$ cat config.mk
export PLATFORM = sky130hd
export DESIGN_NAME = mem_wr_coalescer
export DESIGN_NICKNAME = d
export VERILOG_FILES = /design/src/rtl/memwr_pkg.sv /design/src/rtl/wr_burst_buf.sv /design/src/rtl/mem_wr_coalescer.sv
export SDC_FILE = /design/constraint.sdc
export NUM_CORES = 1
export LEC_CHECK = 0
export ABC_AREA = 1
export ABC_CLOCK_PERIOD_IN_PS = 8880
export CAP_MARGIN = 20
export CORE_MARGIN = 3
export CORE_UTILIZATION = 40
export DETAILED_ROUTE_END_ITERATION = 10
export PLACE_DENSITY = 0.64
export SYNTH_ARGS = -nofsm -noshare
export SYNTH_HDL_FRONTEND = slang
export SYNTH_HIERARCHICAL = 1
export SYNTH_SLANG_ARGS = --single-unit
export TNS_END_PERCENT = 1
$ cat constraint.sdc
create_clock -name mem_clk -period 8.88 [get_ports mem_clk]
set_clock_uncertainty 0.2 [all_clocks]
set_input_delay 1.776 -clock mem_clk [delete_from_list [all_inputs] [get_ports mem_clk]]
set_output_delay 1.776 -clock mem_clk [all_outputs]
set_load 0.05 [all_outputs]
$ cat src/rtl/memwr_pkg.sv
// Shared types and defaults for the SDRAM write coalescer: FSM state encoding,
// default geometry and the address contiguity/boundary rule.
package memwr_pkg;

  localparam int DEF_AW      = 25;
  localparam int DEF_DW      = 16;
  localparam int DEF_BURST   = 8;
  localparam int DEF_LW      = 4;
  localparam int DEF_TIMEOUT = 64;

  typedef enum logic [1:0] {
    IDLE = 2'd0,
    FILL = 2'd1,
    CMD  = 2'd2,
    DATA = 2'd3
  } state_e;

  // True when addr continues the run starting at base (mod 2^aw) and does not
  // sit on a burst-aligned boundary, so it may join the current burst.
  function automatic logic addr_joins(input logic [63:0] addr,
                                      input logic [63:0] base,
                                      input logic [63:0] cnt,
                                      input int          aw,
                                      input int          burst);
    logic [63:0] mask;
    mask = (aw >= 64) ? '1 : ((64'd1 << aw) - 64'd1);
    return ((((base + cnt) ^ addr) & mask) == 64'd0) &&
           ((addr & 64'(burst - 1)) != 64'd0);
  endfunction

endpackage

$ cat src/rtl/wr_burst_buf.sv
// BURST x DW gather buffer: one write-at-index port, one registered read port
// whose output register clears on reset.
module wr_burst_buf #(
  parameter int DW    = 16,
  parameter int BURST = 8
) (
  input  logic                     clk_i,
  input  logic                     rst_i,
  input  logic                     wr_en_i,
  input  logic [$clog2(BURST)-1:0] wr_idx_i,
  input  logic [DW-1:0]            wr_data_i,
  input  logic                     rd_en_i,
  input  logic [$clog2(BURST)-1:0] rd_idx_i,
  output logic [DW-1:0]            rd_data_o
);

  logic [DW-1:0] mem_q [BURST];
  logic [DW-1:0] rd_data_q;

  always_ff @(posedge clk_i) begin
    if (wr_en_i) begin
      mem_q[wr_idx_i] <= wr_data_i;
    end
  end

  always_ff @(posedge clk_i) begin
    if (rst_i) begin
      rd_data_q <= '0;
    end else if (rd_en_i) begin
      rd_data_q <= mem_q[rd_idx_i];
    end
  end

  assign rd_data_o = rd_data_q;

endmodule

$ cat src/rtl/mem_wr_coalescer.sv
// Gathers address-contiguous single-word writes into SDRAM bursts.
// Optional counters stat_bursts/stat_words under `MEMWR_COALESCER_STATS_EN.
module mem_wr_coalescer
  import memwr_pkg::*;
#(
  parameter int AW      = DEF_AW,
  parameter int DW      = DEF_DW,
  parameter int BURST   = DEF_BURST,
  parameter int LW      = DEF_LW,
  parameter int TIMEOUT = DEF_TIMEOUT
) (
  input  logic          mem_clk,
  input  logic          rst,
  input  logic          in_wr_req,
  input  logic [AW-1:0] in_wr_addr,
  input  logic [DW-1:0] in_wr_data,
  output logic          in_ack,
  output logic          in_idle,
  input  logic          flush,
  output logic          sdr_wr_req,
  output logic [AW-1:0] sdr_wr_addr,
  output logic [LW-1:0] sdr_wr_len,
  input  logic          sdr_ack,
  input  logic          sdr_data_next,
  output logic [DW-1:0] sdr_wr_data,
  output logic          err_overrun
`ifdef MEMWR_COALESCER_STATS_EN
  ,
  output logic [15:0]   stat_bursts,
  output logic [23:0]   stat_words
`endif
);

  localparam int IW = $clog2(BURST);
  localparam int CW = $clog2(BURST + 1);

  state_e        state_q, state_d;
  logic [CW-1:0] cnt_q, cnt_d;
  logic [CW-1:0] rd_ptr_q, rd_ptr_d;
  logic [AW-1:0] base_q, base_d;
  logic [15:0]   timer_q, timer_d;
  logic          ack_prev_q;
  logic          err_q;
  logic          accept;
  logic          req_live;
  logic          addr_ok;

  // Handshake: upstream holds in_wr_req with addr/data until it sees in_ack
  // high; the word is taken on the edge closing that cycle. A request seen the
  // cycle right after an ack is treated as stale and neither accepted nor
  // used as a flush trigger.
  assign req_live = in_wr_req && !ack_prev_q;
  assign addr_ok  = addr_joins(64'(in_wr_addr), 64'(base_q), 64'(cnt_q), AW, BURST);

  always_comb begin
    state_d  = state_q;
    cnt_d    = cnt_q;
    base_d   = base_q;
    timer_d  = timer_q;
    rd_ptr_d = rd_ptr_q;
    accept   = 1'b0;
    case (state_q)
      IDLE: begin
        if (req_live) begin
          accept  = 1'b1;
          base_d  = in_wr_addr;
          cnt_d   = CW'(1);
          timer_d = '0;
          state_d = FILL;
        end
      end
      FILL: begin
        if (flush) begin
          state_d = CMD;
        end else if (req_live && addr_ok) begin
          accept  = 1'b1;
          cnt_d   = cnt_q + CW'(1);
          timer_d = '0;
          if (cnt_d == CW'(BURST)) state_d = CMD;
        end else if (req_live) begin
          state_d = CMD;
        end else if (timer_q == 16'(TIMEOUT - 1)) begin
          state_d = CMD;
        end else begin
          timer_d = timer_q + 16'd1;
        end
      end
      CMD: begin
        if (sdr_ack) begin
          rd_ptr_d = '0;
          state_d  = DATA;
        end
      end
      DATA: begin
        if (sdr_data_next) begin
          rd_ptr_d = rd_ptr_q + CW'(1);
          if (rd_ptr_d == cnt_q) begin
            rd_ptr_d = '0;
            cnt_d    = '0;
            state_d  = IDLE;
          end
        end
      end
      default: state_d = IDLE;
    endcase
  end

  always_ff @(posedge mem_clk) begin
    if (rst) begin
      state_q    <= IDLE;
      cnt_q      <= '0;
      rd_ptr_q   <= '0;
      base_q     <= '0;
      timer_q    <= '0;
      ack_prev_q <= 1'b0;
      err_q      <= 1'b0;
    end else begin
      state_q    <= state_d;
      cnt_q      <= cnt_d;
      rd_ptr_q   <= rd_ptr_d;
      base_q     <= base_d;
      timer_q    <= timer_d;
      ack_prev_q <= in_ack;
      if (sdr_data_next && state_q != DATA) err_q <= 1'b1;
    end
  end

  // The read register follows the next pointer so the word for rd_ptr is
  // already on sdr_wr_data in the first DATA cycle.
  wr_burst_buf #(
    .DW    (DW),
    .BURST (BURST)
  ) u_buf (
    .clk_i     (mem_clk),
    .rst_i     (rst),
    .wr_en_i   (in_ack),
    .wr_idx_i  (cnt_q[IW-1:0]),
    .wr_data_i (in_wr_data),
    .rd_en_i   (state_d == DATA),
    .rd_idx_i  (rd_ptr_d[IW-1:0]),
    .rd_data_o (sdr_wr_data)
  );

  assign in_ack      = accept && !rst;
  assign in_idle     = (state_q == IDLE);
  assign sdr_wr_req  = (state_q == CMD);
  assign sdr_wr_addr = base_q;
  assign sdr_wr_len  = LW'(cnt_q);
  assign err_overrun = err_q;

`ifdef MEMWR_COALESCER_STATS_EN
  logic [15:0] bursts_q;
  logic [23:0] words_q;
  logic [24:0] words_sum;

  assign words_sum = {1'b0, words_q} + 25'(cnt_q);

  always_ff @(posedge mem_clk) begin
    if (rst) begin
      bursts_q <= '0;
      words_q  <= '0;
    end else if (state_q == CMD && sdr_ack) begin
      bursts_q <= (&bursts_q) ? bursts_q : bursts_q + 16'd1;
      words_q  <= words_sum[24] ? '1 : words_sum[23:0];
    end
  end

  assign stat_bursts = bursts_q;
  assign stat_words  = words_q;
`endif

endmodule

==> results of run 1 <==
layout by cell type (no fill, tap or decap), types with 6 or more instances in the layout:
master,count
nand2_1,336
o21ai_0,53
edfxtp_1,128
dfxtp_1,69
nor2_1,103
clkdlybuf4s50_1,95
nand4_1,21
xor2_1,17
ha_1,7
nand2_2,11
buf_4,10
a21oi_1,27
nor3_1,10
clkinv_8,6
nor2_2,12
nand3_1,157
inv_1,213
a21oi_2,16
inv_2,6
xnor2_1,11
clkbuf_16,17
nand3b_1,10
area by class of cell:
| type | count | area, sq um |
|---|---|---|
| fillers | 2428 | 13100 |
| flip-flops and latches | 197 | 5230 |
| multi-input cells | 821 | 3990 |
| repair buffers | 107 | 1060 |
| inverters | 219 | 822 |
| clock buffers | 17 | 425 |
| well taps | 330 | 413 |
| clock inverters | 15 | 239 |
worst max-delay path, delay by kind of cell:
family / cells / cell delay (ps)
buffers and inverters: 6 / 2130
AND/OR/NAND/NOR: 5 / 1470
power by group through the flow:
stage	Sequential [mW]	Combinational (mW)	Clock (mW)
2_1_floorplan	1.17	0.223	0
3_3_place_gp	1.09	0.446	0
3_5_place_dp	1.09	0.449	0
4_1_cts	1.07	0.451	0.852
5_1_grt	1.07	0.495	0.891
6_report	1.07	0.449	0.836
cells in the mapped netlist (5+ instances only):
| cell | instances |
|---|---|
| nand4_1 | 21 |
| a21oi_1 | 27 |
| ha_1 | 7 |
| xor2_1 | 17 |
| buf_2 | 14 |
| xnor2_1 | 11 |
| a21oi_2 | 16 |
| nor2_4 | 5 |
| nand3_1 | 157 |
| nand2_2 | 10 |
| nand3b_1 | 10 |
| buf_6 | 10 |
| nor2_1 | 105 |
| clkbuf_1 | 15 |
| dfxtp_1 | 69 |
| edfxtp_1 | 128 |
| buf_4 | 5 |
| o21ai_0 | 53 |
| nor3_1 | 10 |
| nor2_2 | 10 |
| inv_2 | 6 |
| nand2_1 | 337 |
| inv_1 | 213 |
cell families (layout without fill, tap and decap cells):
| group | Yosys count | count (layout) | synth area share |
|---|---|---|---|
| AO/OA/AOI/OAI | 106 | 106 | 0.0595 |
| XOR/XNOR | 28 | 28 | 0.0238 |
| adder cells (fa/ha/maj) | 8 | 8 | 0.0104 |
| buffers and inverters | 263 | 358 | 0.107 |
| flip-flops | 197 | 197 | 0.507 |
| AND/OR/NAND/NOR | 679 | 679 | 0.292 |
registers in the layout (all words and copies together), names as in the netlist:
name / count
sdr_wr_addr: 25
rd_ptr_q: 4
ack_prev_q: 1
u_buf/mem_q: 128
sdr_wr_len: 4
u_buf/rd_data_o: 16
state_q: 2
err_overrun: 1
timer_q: 16
routing by layer:
layer  wire [um]  GRT usage  vias up
met2       11300      0.287      215
li1            -          -     4270
met3        1200     0.0349       24
met4         305     0.0488        2
met1       11700      0.246     3819
met5          11          0        -
path summary, 6_finish.rpt:
check                                     end  depth (start not counted)
setup / recovery                       in_ack                         11
hold / removal       err_overrun$_SDFFE_PP0P_                          2
setup reg to reg  u_buf/mem_q[5][6]$_DFFE_PP_                         21
hold reg to reg      err_overrun$_SDFFE_PP0P_                          2
==> summary.md, run 1 <==
| Metric | Value |
|---|---|
| Unique masters post-synth | 36 |
| EDFF count, synth | 128 |
| Initial detailed-routing violation count | 605 |
| Final setup fails | 0 |
| Post-cts resize count | 0 |
| FP Rows | 58 |
| Global-route wire length before repair | 40,000 um |
| Total track usage | 0.178 |
| Antenna cells | 0 |
| Final min period | 7350 ps |
| Post-synth top area share | 0.373 |
| Top_reg_cell synth | edfxtp_1 |
| Clock Power Share | 0.356 |
| Area of the mapped netlist | 10,300 sq um |
| Routed length per instance | 14.4 um |
| Crit-path slowest cell | clkdlybuf4s50_1 |
| Sequential share of power | 0.453 |
| H-tree depth | 4 |
| CTS root buffer | clkbuf_16 |
| Fmax | 0.136 GHz |
| Final ANT Viol Nets | 0 |
| Global route overflow | 0 |
| LEAKAGE | 5.19 nW |
| Die width | 166 um |
| Largest net degree at the start of global routing | 66 |
| Avg Cell Area, Syn | 8.04 sq um |
| Critical path launch point type | primary input |
| Worst vdd ir | 0.101 mV |
| Core area | 25,300 sq um |
| Power density over the cells | 193 nW/um^2 |
| Power share of the combinational group | 0.191 |
| Status | finished clean |
| Post-Syn Nets | 1,336 |
| Total chip power | 2.35 mW |
| Placed cells | 1,672 |
| Setup Buffers After CTS | 0 |
| Crit Path Max Fanout | 29 |
| Nets@finish | 1,418 |
| Asr flop ratio synth | 0 |
| Flop2flop setup slack | 4180 ps |
| Worst-path clk slew | 80 ps |
| GP Congestion | 0.864 |
| Setup tns final | 0 ps |
| Area leader, netlist | edfxtp_1 |
| Maxcap violations | 0 |
| Max_slew headroom | 0.238 |
| Worst-skew pair later-pin latency | 440 ps |
| Die Ht | 166 um |
| Sink Count | 197 |
| Initial antenna violation count | 1 |
| Fin. Hold Viols | 0 |
| Worst Min Path Start | err_overrun$_SDFFE_PP0P_ |
| YS warnings | 6 |
| Crit. Startpoint | in_wr_req |
| DP Area | 11,500 sq um |
| Worst r2r src | sdr_wr_len[0]$_SDFFE_PP0P_ |
| Post-Route WL | 24,500 um |
| Clock buffer depth | 2 |
| Psw | 0.778 mW |
| Layout cells sized above 1 | 0.0749 |
| Cells after synthesis | 1,281 |
| CTS tree | built |
| Data required, critical path | 6900 ps |
| IO Pins | 96 |
| Vias per inst | 4.88 |
| DRC viols | 0 |
| Register area share after synthesis | 0.507 |
| FF+latch count, synth | 197 |
| Total iterations of the first detailed-routing run | 6 |
| CP Data Arrival Time | 5380 ps |
| Hold Buf Count CTS | 0 |
| Vias in the first global route | 7,842 |
| Worst Tran Pin Value | 1140 ps |
| Fin. max-slew vios | 0 |
| Vias | 8,330 |
| HPWL Detailed | 16,200 um |
| RSZ-0062 raised after global routing | no |
| Top post-synthesis cells by area | edfxtp_1, dfxtp_1, nand2_1 |
| Slack of the critical path | 1530 ps |
| CTS Buf Count | 17 |
| Fin area | 12,200 sq um |
| Area grow syn2layout | 18.1% |
| Worst setup path class | in2out |
| CP Capture Type | output port |
| Pint | 1.57 mW |
| Crit path cell chain | clkdlybuf4s50_1 -> inv_1 -> nor2_1 -> inv_1 -> nor2_1 -> buf_4 -> inv_1 -> nand2_1 -> nand2_2 -> nor2_1 -> clkdlybuf4s50_1 |
| Place WS | 1550 ps |
| Critical Path Max Stage Delay | 870 ps |
| # port buffers | 95 |
| Final Non-Filler Cells | 1,706 |
| Die area | 27,700 sq um |
| Final worst path period share | 0.828 |
| Fin Hold WS | 280 ps |
| Class of the worst hold path | reg2reg |
| Net Sw Frac | 0.331 |
| Util after Layout | 0.482 |
| Initial Util | 0.408 |
(Power assumes the default switching activity.)
==> inputs of run 2 (changes only) <==
--- a/config.mk
+++ b/config.mk
@@ -6,7 +6,7 @@
 export NUM_CORES = 1
 export LEC_CHECK = 0
 export ABC_AREA = 1
-export ABC_CLOCK_PERIOD_IN_PS = 8880
+export ABC_CLOCK_PERIOD_IN_PS = 7200
 export CAP_MARGIN = 20
 export CORE_MARGIN = 3
 export CORE_UTILIZATION = 40
==> constraint.sdc (replaced) <==
create_clock -name mem_clk -period 7.2 [get_ports mem_clk]
set_clock_uncertainty 0.2 [all_clocks]
set_input_delay 1.44 -clock mem_clk [delete_from_list [all_inputs] [get_ports mem_clk]]
set_output_delay 1.44 -clock mem_clk [all_outputs]
set_load 0.05 [all_outputs]
==> run 2 against run 1 <==
Clock power is 21% higher; routed wire length is 2.5% higher; combinational power is 25% higher; sequential power is 22% higher; count of clock-buffer cells in the layout stayed put; register-to-register slack worse by 1800 ps; hold slack worse by 3.6 ps; non-clock buffer count is 3 higher; sequential share of layout area hardly changed; critical path type unchanged; largest power group unchanged; highest routed layer unchanged.
==> summary.md, run 2 (synthesis results as in run 1) <==
| Metric | Value |
|---|---|
| Status | finished clean (unchanged) |
| Routed length per instance | 14.7 um (was 14.4 um) |
| Commonest non-fill, non-tap cell in the layout | nand2_1 (unchanged) |
| Global-route wire length before repair | 40,800 um (was 40,000 um) |
| H-tree depth | 4 (unchanged) |
| Initial Util | 0.408 (unchanged) |
| Flop2flop setup slack | 2360 ps (was 4180 ps) |
| Final ANT Viol Nets | 0 (unchanged) |
| Total chip power | 2.89 mW (was 2.35 mW) |
| CTS tree | built (unchanged) |
| Worst Tran Pin Value | 1020 ps (was 1140 ps) |
| CP Data Arrival Time | 4160 ps (was 5380 ps) |
| Initial detailed-routing violation count | 640 (was 605) |
| Final worst path period share | 0.806 |
| Slack of the critical path | 1400 ps (was 1530 ps) |
| Area grow syn2layout | 18.2% (was 18.1%) |
| Final min period | 5800 ps |
| Largest Register | u_buf/mem_q (unchanged) |
| Crit-path slowest cell | clkdlybuf4s50_1 (unchanged) |
| Maxcap violations | 0 (unchanged) |
| Crit Path Max Fanout | 29 (unchanged) |
| GP Congestion | 0.872 (was 0.864) |
| Power density over the cells | 237 nW/um^2 (was 193 nW/um^2) |
| IO Pins | 96 (unchanged) |
| Nets@finish | 1,421 (was 1,418) |
| Worst-skew pair later-pin latency | 450 ps (was 440 ps) |
| Post-cts resize count | 0 (unchanged) |
| DRC viols | 0 (unchanged) |
| Setup Buffers After CTS | 0 (unchanged) |
| HPWL Detailed | 17,000 um (was 16,200 um) |
| Worst-path clk slew | 80 ps (about the same) |
| Sink Count | 197 (unchanged) |
| Max reg flops | 128 (unchanged) |
| Die area | 27,700 sq um (unchanged) |
| Setup tns final | 0 ps (unchanged) |
| Class of the worst hold path | reg2reg (unchanged) |
| Vias per inst | 4.89 (was 4.88) |
| Total track usage | 0.181 (was 0.178) |
| Total iterations of the first detailed-routing run | 5 (was 6) |
| Vias | 8,351 (was 8,330) |
| Die width | 166 um (unchanged) |
| Place WS | 1400 ps (was 1550 ps) |
| Global route overflow | 0 (unchanged) |
| Core area | 25,300 sq um (unchanged) |
| Worst setup path class | in2out (unchanged) |
| CTS Buf Count | 17 (unchanged) |
| Vias in the first global route | 7,862 (was 7,842) |
| Fin. max-slew vios | 0 (unchanged) |
| Largest net degree at the start of global routing | 66 (unchanged) |
| Util after Layout | 0.482 (about the same) |
| Critical Path Max Stage Delay | 450 ps (was 870 ps) |
| Critical path launch point type | primary input (unchanged) |
| Antenna cells | 0 (unchanged) |
| # port buffers | 95 (unchanged) |
| Max_slew headroom | 0.321 (was 0.238) |
| Post-Route WL | 25,200 um (was 24,500 um) |
| Most frequent cells in the layout | nand2_1, inv_1, nand3_1 (unchanged) |
| CTS root buffer | clkbuf_16 (unchanged) |
| Fin. Hold Viols | 0 (unchanged) |
| R2R depth | 21 (unchanged) |
| Worst setup endpoint | in_ack (unchanged) |
| CP Capture Type | output port (unchanged) |
| Worst vdd ir | 0.149 mV (was 0.101 mV) |
| Layout cells sized above 1 | 0.0776 (was 0.0749) |
| Reg-to-reg endpoint | u_buf/mem_q[1][6]$_DFFE_PP_ (was u_buf/mem_q[5][6]$_DFFE_PP_) |
| Initial antenna violation count | 1 (unchanged) |
| Data required, critical path | 5560 ps (was 6900 ps) |
| RSZ-0062 raised after global routing | no (unchanged) |
| Final setup fails | 0 (unchanged) |
| Worst Min Path Start | err_overrun$_SDFFE_PP0P_ (unchanged) |
| Clock buffer depth | 2 (unchanged) |
| Crit path cell chain | clkdlybuf4s50_1 -> inv_1 -> nor2_1 -> inv_1 -> nor2_1 -> buf_4 -> inv_1 -> nand2_1 -> buf_4 -> nand2_2 -> nor2_1 -> buf_12 (was clkdlybuf4s50_1 -> inv_1 -> nor2_1 -> inv_1 -> nor2_1 -> buf_4 -> inv_1 -> nand2_1 -> nand2_2 -> nor2_1 -> clkdlybuf4s50_1) |
| Fmax | 0.172 GHz |
| Worst r2r src | sdr_wr_len[0]$_SDFFE_PP0P_ (unchanged) |
| FP Rows | 58 (unchanged) |
| LEAKAGE | 5.20 nW (was 5.19 nW) |
| Crit. Startpoint | in_wr_req (unchanged) |
| Hold Buf Count CTS | 0 (unchanged) |
| Die Ht | 166 um (unchanged) |
[run 2: cell types whose count changed in the layout (fill, tap and decap cells not counted), sizes merged]
cell / change
buf: +4
clkdlybuf4s50: -1
[run 2: cell type report]
class | count | area, sq um
Clock buffer | 17 | 425
Clock inverter | 15 | 221
Fill cell | 2476 | 13100
Inverter | 219 | 822
Multi-Input combinational cell | 821 | 3990
Sequential cell | 197 | 5230
Tap cell | 330 | 413
Timing Repair Buffer | 110 | 1090
[run 2: how the worst min path moves through the flow]
stage / end / depth (start not counted) / slack (ps)
2_1_floorplan: rd_ptr_q[3]$_SDFFE_PP0P_ / 2 / 260
3_3_place_gp: err_overrun$_SDFFE_PP0P_ / 2 / 260
3_5_place_dp: err_overrun$_SDFFE_PP0P_ / 2 / 260
4_1_cts: err_overrun$_SDFFE_PP0P_ / 2 / 280
5_1_grt: rd_ptr_q[3]$_SDFFE_PP0P_ / 2 / 300
6_report: err_overrun$_SDFFE_PP0P_ / 2 / 280
[run 2: per-stage QoR]
step | hold slack (ps) | cells | cell area, sq um
2_1_floorplan | 257 | 1281 | 10300
3_3_place_gp | 257 | 1676 | 11500
3_5_place_dp | 263 | 1676 | 11500
4_1_cts | 285 | 1708 | 12200
5_1_grt | 305 | 1709 | 12200
6_report | 277 | 1709 | 12200
[run 2: per-layer routing]
| metal | global-route usage | up-vias | share of wire |
|---|---|---|---|
| met2 | 0.291 | 226 | 0.46 |
| met5 | 0 | - | 0.00036 |
| met3 | 0.0351 | 21 | 0.048 |
| met1 | 0.257 | 3818 | 0.48 |
| li1 | - | 4284 | - |
| met4 | 0.0405 | 2 | 0.011 |
[run 2: power by group]
part	leakage (nW)	internal [mW]	switching [mW]	total (mW)
clock	0.308	0.491	0.521	1.01
combinational	3.17	0.188	0.374	0.561
sequential	1.72	1.26	0.0566	1.31
total	5.20	1.94	0.951	2.89
[run 2: critical path: cells and delay by family]
kind | cells | cell delay [ps]
buf+inv | 7 | 1780
simple gates | 5 | 920
